<file path="src/rtl/spi_frame_ctrl.sv">
// spi_frame_ctrl
//   SPI slave frame controller (mode 0, MSB first) running in the system clk
//   domain. A frame is an ADDR_W-bit address, one R/W bit (1 = read) and then
//   one or more DATA_W-bit words. The block only issues single-cycle control
//   strobes; the shift register, address latch and data memory live outside.
//
// Parameters
//   ADDR_W       address bits per header
//   DATA_W       bits per data word
//   SYNC_STAGES  synchroniser depth for sclk_pin / cs_pin (must be >= 2)
//   BURST_EN     1: words continue while CS is low, 0: one word per frame
//
// Ports
//   clk         system clock
//   rst_n       asynchronous active-low reset
//   sclk_pin    raw SPI clock
//   cs_pin      raw chip select, active low
//   r_or_w      LSB of the external shift register (R/W bit after the header)
//   shift_en    pulse: shift MOSI into the shift register
//   miso_shift  pulse: advance the MISO output bit
//   addr_wr     pulse: latch the address from the shift register
//   s_r         pulse: parallel-load read data into the shift register
//   dm_wr       pulse: write the shift register to data memory
//   addr_inc    pulse: increment the address latch
//   miso_en     level: drive MISO
//   frame_err   pulse: frame aborted mid-word
module spi_frame_ctrl #(
    parameter int ADDR_W      = 7,
    parameter int DATA_W      = 8,
    parameter int SYNC_STAGES = 2,
    parameter int BURST_EN    = 1
) (
    input  logic clk,
    input  logic rst_n,
    input  logic sclk_pin,
    input  logic cs_pin,
    input  logic r_or_w,
    output logic shift_en,
    output logic miso_shift,
    output logic addr_wr,
    output logic s_r,
    output logic dm_wr,
    output logic addr_inc,
    output logic miso_en,
    output logic frame_err
);

    localparam int CNT_MAX = (ADDR_W + 1 > DATA_W) ? ADDR_W + 1 : DATA_W;
    localparam int CNT_W   = $clog2(CNT_MAX + 1);

    localparam logic [CNT_W-1:0] HDR_LAST  = CNT_W'(ADDR_W);
    localparam logic [CNT_W-1:0] WORD_LAST = CNT_W'(DATA_W - 1);
    localparam logic [CNT_W-1:0] WORD_FULL = CNT_W'(DATA_W);

    typedef enum logic [3:0] {
        IDLE,
        HEADER,
        HDR_WAIT,
        HDR_DONE,
        RD_WAIT,
        RD_LOAD,
        READ,
        RD_NEXT,
        WRITE,
        WR_DONE,
        WR_INC,
        DONE
    } state_t;

    // ---------------- pin synchronisers ----------------
    logic [SYNC_STAGES-1:0] sclk_sync;
    logic [SYNC_STAGES-1:0] cs_sync;
    logic                   sclk_hist;
    logic                   sclk_s;
    logic                   cs_s;
    logic                   rise;
    logic                   fall;

    // cs path resets high so a reset never looks like a frame start.
    always_ff @(posedge clk or negedge rst_n) begin
        if (!rst_n) begin
            sclk_sync <= '0;
            cs_sync   <= '1;
            sclk_hist <= 1'b0;
        end else begin
            sclk_sync <= {sclk_sync[SYNC_STAGES-2:0], sclk_pin};
            cs_sync   <= {cs_sync[SYNC_STAGES-2:0], cs_pin};
            sclk_hist <= sclk_sync[SYNC_STAGES-1];
        end
    end

    assign sclk_s = sclk_sync[SYNC_STAGES-1];
    assign cs_s   = cs_sync[SYNC_STAGES-1];
    assign rise   = sclk_s & ~sclk_hist;
    assign fall   = ~sclk_s & sclk_hist;

    // ---------------- frame FSM ----------------
    state_t           state, state_nxt;
    logic [CNT_W-1:0] cnt, cnt_nxt;
    logic             shift_en_nxt;
    logic             miso_shift_nxt;
    logic             addr_wr_nxt;
    logic             s_r_nxt;
    logic             dm_wr_nxt;
    logic             addr_inc_nxt;
    logic             miso_en_nxt;
    logic             frame_err_nxt;

    always_ff @(posedge clk or negedge rst_n) begin
        if (!rst_n) begin
            state      <= IDLE;
            cnt        <= '0;
            shift_en   <= 1'b0;
            miso_shift <= 1'b0;
            addr_wr    <= 1'b0;
            s_r        <= 1'b0;
            dm_wr      <= 1'b0;
            addr_inc   <= 1'b0;
            miso_en    <= 1'b0;
            frame_err  <= 1'b0;
        end else begin
            state      <= state_nxt;
            cnt        <= cnt_nxt;
            shift_en   <= shift_en_nxt;
            miso_shift <= miso_shift_nxt;
            addr_wr    <= addr_wr_nxt;
            s_r        <= s_r_nxt;
            dm_wr      <= dm_wr_nxt;
            addr_inc   <= addr_inc_nxt;
            miso_en    <= miso_en_nxt;
            frame_err  <= frame_err_nxt;
        end
    end

    always_comb begin
        state_nxt      = state;
        cnt_nxt        = cnt;
        shift_en_nxt   = 1'b0;
        miso_shift_nxt = 1'b0;
        addr_wr_nxt    = 1'b0;
        s_r_nxt        = 1'b0;
        dm_wr_nxt      = 1'b0;
        addr_inc_nxt   = 1'b0;
        miso_en_nxt    = miso_en;
        frame_err_nxt  = 1'b0;

        if (cs_s) begin
            // CS release wins over any sclk edge seen in the same cycle.
            state_nxt     = IDLE;
            cnt_nxt       = '0;
            miso_en_nxt   = 1'b0;
            frame_err_nxt = ((state == HEADER) || (state == READ) || (state == WRITE))
                            && (cnt != '0);
        end else begin
            case (state)
                IDLE: begin
                    cnt_nxt   = '0;
                    state_nxt = HEADER;
                end
                HEADER: begin
                    if (rise) begin
                        shift_en_nxt = 1'b1;
                        cnt_nxt      = cnt + CNT_W'(1);
                        if (cnt == HDR_LAST) begin
                            state_nxt = HDR_WAIT;
                        end
                    end
                end
                // One spare cycle lets the last header shift land before r_or_w is used.
                HDR_WAIT: state_nxt = HDR_DONE;
                HDR_DONE: begin
                    addr_wr_nxt = 1'b1;
                    cnt_nxt     = '0;
                    state_nxt   = r_or_w ? RD_WAIT : WRITE;
                end
                // Gives the memory one cycle with the new address before the load.
                RD_WAIT: state_nxt = RD_LOAD;
                RD_LOAD: begin
                    s_r_nxt     = 1'b1;
                    miso_en_nxt = 1'b1;
                    cnt_nxt     = '0;
                    state_nxt   = READ;
                end
                READ: begin
                    if (rise) begin
                        shift_en_nxt = 1'b1;
                        cnt_nxt      = cnt + CNT_W'(1);
                        if (cnt == WORD_LAST) begin
                            state_nxt = (BURST_EN != 0) ? RD_NEXT : DONE;
                        end
                    end else if (fall && (cnt != '0) && (cnt < WORD_FULL)) begin
                        // The first bit is already on MISO after s_r; only bits 2..N advance.
                        miso_shift_nxt = 1'b1;
                    end
                end
                RD_NEXT: begin
                    addr_inc_nxt = 1'b1;
                    cnt_nxt      = '0;
                    state_nxt    = RD_WAIT;
                end
                WRITE: begin
                    // Wait one cycle after the last rise so the final shift has landed.
                    if (cnt == WORD_FULL) begin
                        state_nxt = WR_DONE;
                    end else if (rise) begin
                        shift_en_nxt = 1'b1;
                        cnt_nxt      = cnt + CNT_W'(1);
                    end
                end
                WR_DONE: begin
                    dm_wr_nxt = 1'b1;
                    cnt_nxt   = '0;
                    state_nxt = (BURST_EN != 0) ? WR_INC : DONE;
                end
                WR_INC: begin
                    addr_inc_nxt = 1'b1;
                    cnt_nxt      = '0;
                    state_nxt    = WRITE;
                end
                DONE: begin
                    cnt_nxt = '0;
                end
                default: begin
                    cnt_nxt   = '0;
                    state_nxt = IDLE;
                end
            endcase
        end
    end

endmodule

</file>
<file path="config.mk">
export PLATFORM = sky130hd
export DESIGN_NAME = spi_frame_ctrl
export DESIGN_NICKNAME = d
export VERILOG_FILES = /design/src/rtl/spi_frame_ctrl.sv
export SDC_FILE = /design/constraint.sdc
export NUM_CORES = 1
export LEC_CHECK = 0
export BUFFER_PORTS_ARGS = -buffer_cell sky130_fd_sc_hd__buf_4
export CORE_MARGIN = 2
export CORE_UTILIZATION = 50
export DETAILED_ROUTE_END_ITERATION = 10
export GPL_TIMING_DRIVEN = 0
export PLACE_DENSITY = 0.73
export RECOVER_POWER = 50
export SETUP_SLACK_MARGIN = 0.05
export SYNTH_ARGS = -nofsm -noshare
export SYNTH_HDL_FRONTEND = slang
export SYNTH_SLANG_ARGS = --single-unit
</file>
<file path="constraint.sdc">
create_clock -name clk -period 1.6 [get_ports clk]
set_input_delay 0.24 -clock clk [delete_from_list [all_inputs] [get_ports clk]]
set_output_delay 0.24 -clock clk [all_outputs]
set_load 0.01 [all_outputs]
</file>
==> metrics <==
Post-Synthesis Cells=100; Iter 0 DRT Violations=20; Clk pwr share=26.0%; CTS Sinks=21; layout cell share with drive strength beyond 1=37.9%; initial core utilization=52.9%; syn_area_per_cell=10.4 sq um; Worst Max-Slew Pin Slew=1.08 ns; post-route cell area=1340 sq um; Pwr per Cell Area=732 nW/um^2; Detail Route Antenna Nets=0; Reg clk slew, reported paths=0.11 ns; Peak VDD IR=0.000497 V; Internal Power=slightly above 700 uW; GPL Wtd Cong=0.774; most frequent cells in the layout=buf_4, dfrtp_1, nor2_1; Pleak=0.000578 uW; Nets=132; switching share of power=26.6%; Vias=824; min cycle time layout=between 1.5 and 2 ns; grt total ovfl=0; CTS tree=yes; Core Area=1960 sq um; MaxCap Viol Count=0; largest net degree at the start of global routing=22; via/cell ratio=5.46; Multi-input gate area=536 sq um; clock tree buffer depth=2; Final HPWL DP=around 1.4 mm; latest clock arrival within the worst-skew pair=between 0.3 and 0.4 ns; final worst slack=-0.0662 ns; run status=finished with violations; Worst Path Required=1.85 ns; CP Max Fanout=5; I/O pin count=13; initial antenna violation count=0; final setup violation count=5; Peak Freq=0.600 GHz; Die X=slightly below 50 um; Setup crit end kind=flip-flop; RSZ-0062 raised after global routing=true; area share of the largest cell type after synthesis=45.8%; switching pwr=260 uW; Antenna Cells=0; vias in the first global route=780; drt total wl=2.10 mm; Combinational Power Share=15.8%; global-route wire length before repair=3.44 mm; Main synth FF type=dfrtp_1; CTS Root Cell=clkbuf_4; sequential share of the synthesized area=around half; # DRC=0; Final Max Slew Viols=0; CTS H-tree depth=1; Yosys cell types=35; worst hold slack=approximately 0.034 ns; Num CTS Buffers=3; Worst Path Arrival=1.92 ns; clock skew=around 0.0068 ns; hold crit path type=in2reg; DP Area=1170 sq um; Synth area leader=dfrtp_1; Post-synth EDFFs=0; Initial DRT Pass Iterations=4; most common cell after layout, fill and taps aside=buf_4; Synth area leaders=dfrtp_1, dfstp_2, nor2_1; Final Hold Vio Count=0; Seq cells post-synth=21; Final period util=104%; FF+latch area=around 530 sq um; Post-Syn Area=1040 sq um; Setup CP Type=reg2reg; R2R Setup Slk=-0.07 ns; die area=around 2500 sq um; Die Ht=49.5 um; ys async rst share=100%; Syn Nets=about 110; Slew HR=about 28%; filler cell count in the final layout=152; Yosys Warn Count=0; average wire per standard cell=13.9 um; Tot GR Track Use=18.4%; failing checks=negative setup slack; PortBufs=12; Startpoint Class=flip-flop; area grow syn2layout=28.7%; num rows=16; Seq pwr share=58.2%
==> worst paths after layout <==
path                       startpoint    endpoint  cells past startpoint
max                          state[2]      cnt[2]                      5
min                            cs_pin  cs_sync[0]                      1
max reg2reg                  state[2]      cnt[2]                      5
min reg2reg                cs_sync[0]  cs_sync[1]                      0
max in group asynchronous       rst_n    state[0]                      2
min in group asynchronous       rst_n    state[1]                      2
==> flip-flops by register name, summed over array words and instances, names as in the netlist <==
signal      flops
shift_en        1
state           4
miso_en         1
sclk_hist       1
miso_shift      1
addr_wr         1
dm_wr           1
cs_sync         2
sclk_sync       2
addr_inc        1
frame_err       1
cnt             4
s_r             1
==> cell usage after synthesis (2+ instances only) <==
master and instances:
dfstp_2 2, ha_1 2, a21o_1 2, nand3_1 2, o21ai_0 3, nor3_1 3, o32ai_1 2, nand2_1 3
nor4bb_1 2, nand2b_1 6, dfrtp_1 19, a22o_1 2, clkbuf_1 5, nor4b_1 2, a31oi_1 3, nor2b_1 5
nor3b_1 2, a21oi_1 3, nor2_1 12, a211oi_1 2, inv_1 4
==> metrics by stage <==
| step | TNS (ns) | std cells | util (%) | power [uW] | worst slack, ns |
|---|---|---|---|---|---|
| 6_report | -0.202 | 151 | 68.0 | 977 | -0.0662 |
| 5_1_grt | -0.670 | 151 | 68.0 | 1030 | -0.135 |
| 4_1_cts | -0.213 | 149 | 63.9 | 967 | -0.0556 |
| 3_5_place_dp | -0.358 | 139 | 59.4 | 699 | -0.111 |
| 3_3_place_gp | -0.273 | 139 | 59.4 | 695 | -0.0926 |
| 2_1_floorplan | 0 | 100 | - | 655 | 0.0179 |
==> per-layer routing <==
metal	GRT usage [%]	routed length, um
met2	29.8	996
met1	24.2	986
met4	10.2	63
met3	1.82	51
met5	0	0
==> cell families (layout without fill, tap and decap cells) <==
kind of cell	after synthesis	count (layout)	share of synthesized area (%)
buffers and inverters	11	35	4.82
AOI/OAI and AO/OA	23	23	17.0
and+or+nand+nor	42	42	24.0
xor gates and xnor gates	1	1	0.845
DFF	21	21	50.9
adders and majority gates	2	2	2.41
==> worst max-delay path, stage by stage (launching register included) <==
cell and delay (ns):
dfrtp_1 0.39, buf_6 0.13, or3b_4 0.37, or3_4 0.36
a221oi_2 0.26, a21o_1 0.11
==> timing repair <==
| action | in CTS | in global routing |
|---|---|---|
| hold buffers | 1 | 0 |
| setup buffers | 5 | 3 |
| hold endpoints to repair | 19 | 0 |
| gates resized for setup | 5 | 19 |
| pin swaps | 2 | 5 |
| endpoints found under the setup margin | 4 | 8 |
==> power groups by stage <==
stage                     Sequential (uW)  Combinational (uW)  Clock, uW
after floorplan                       571                83.5          0
after global placement                572                 122          0
after detailed placement              574                 125          0
after CTS                             564                 139        265
after global routing                  571                 169        289
final                                 568                 154        254
==> cell type report <==
class	instances	area share, %
Clock buffer	4	1.97
Tap cell	27	2.53
Buffer	6	2.72
Inverter	4	1.12
Multi-Input combinational cell	68	40.1
Sequential cell	21	39.8
Timing Repair Buffer	21	11.7
(Power assumes the default switching activity.)
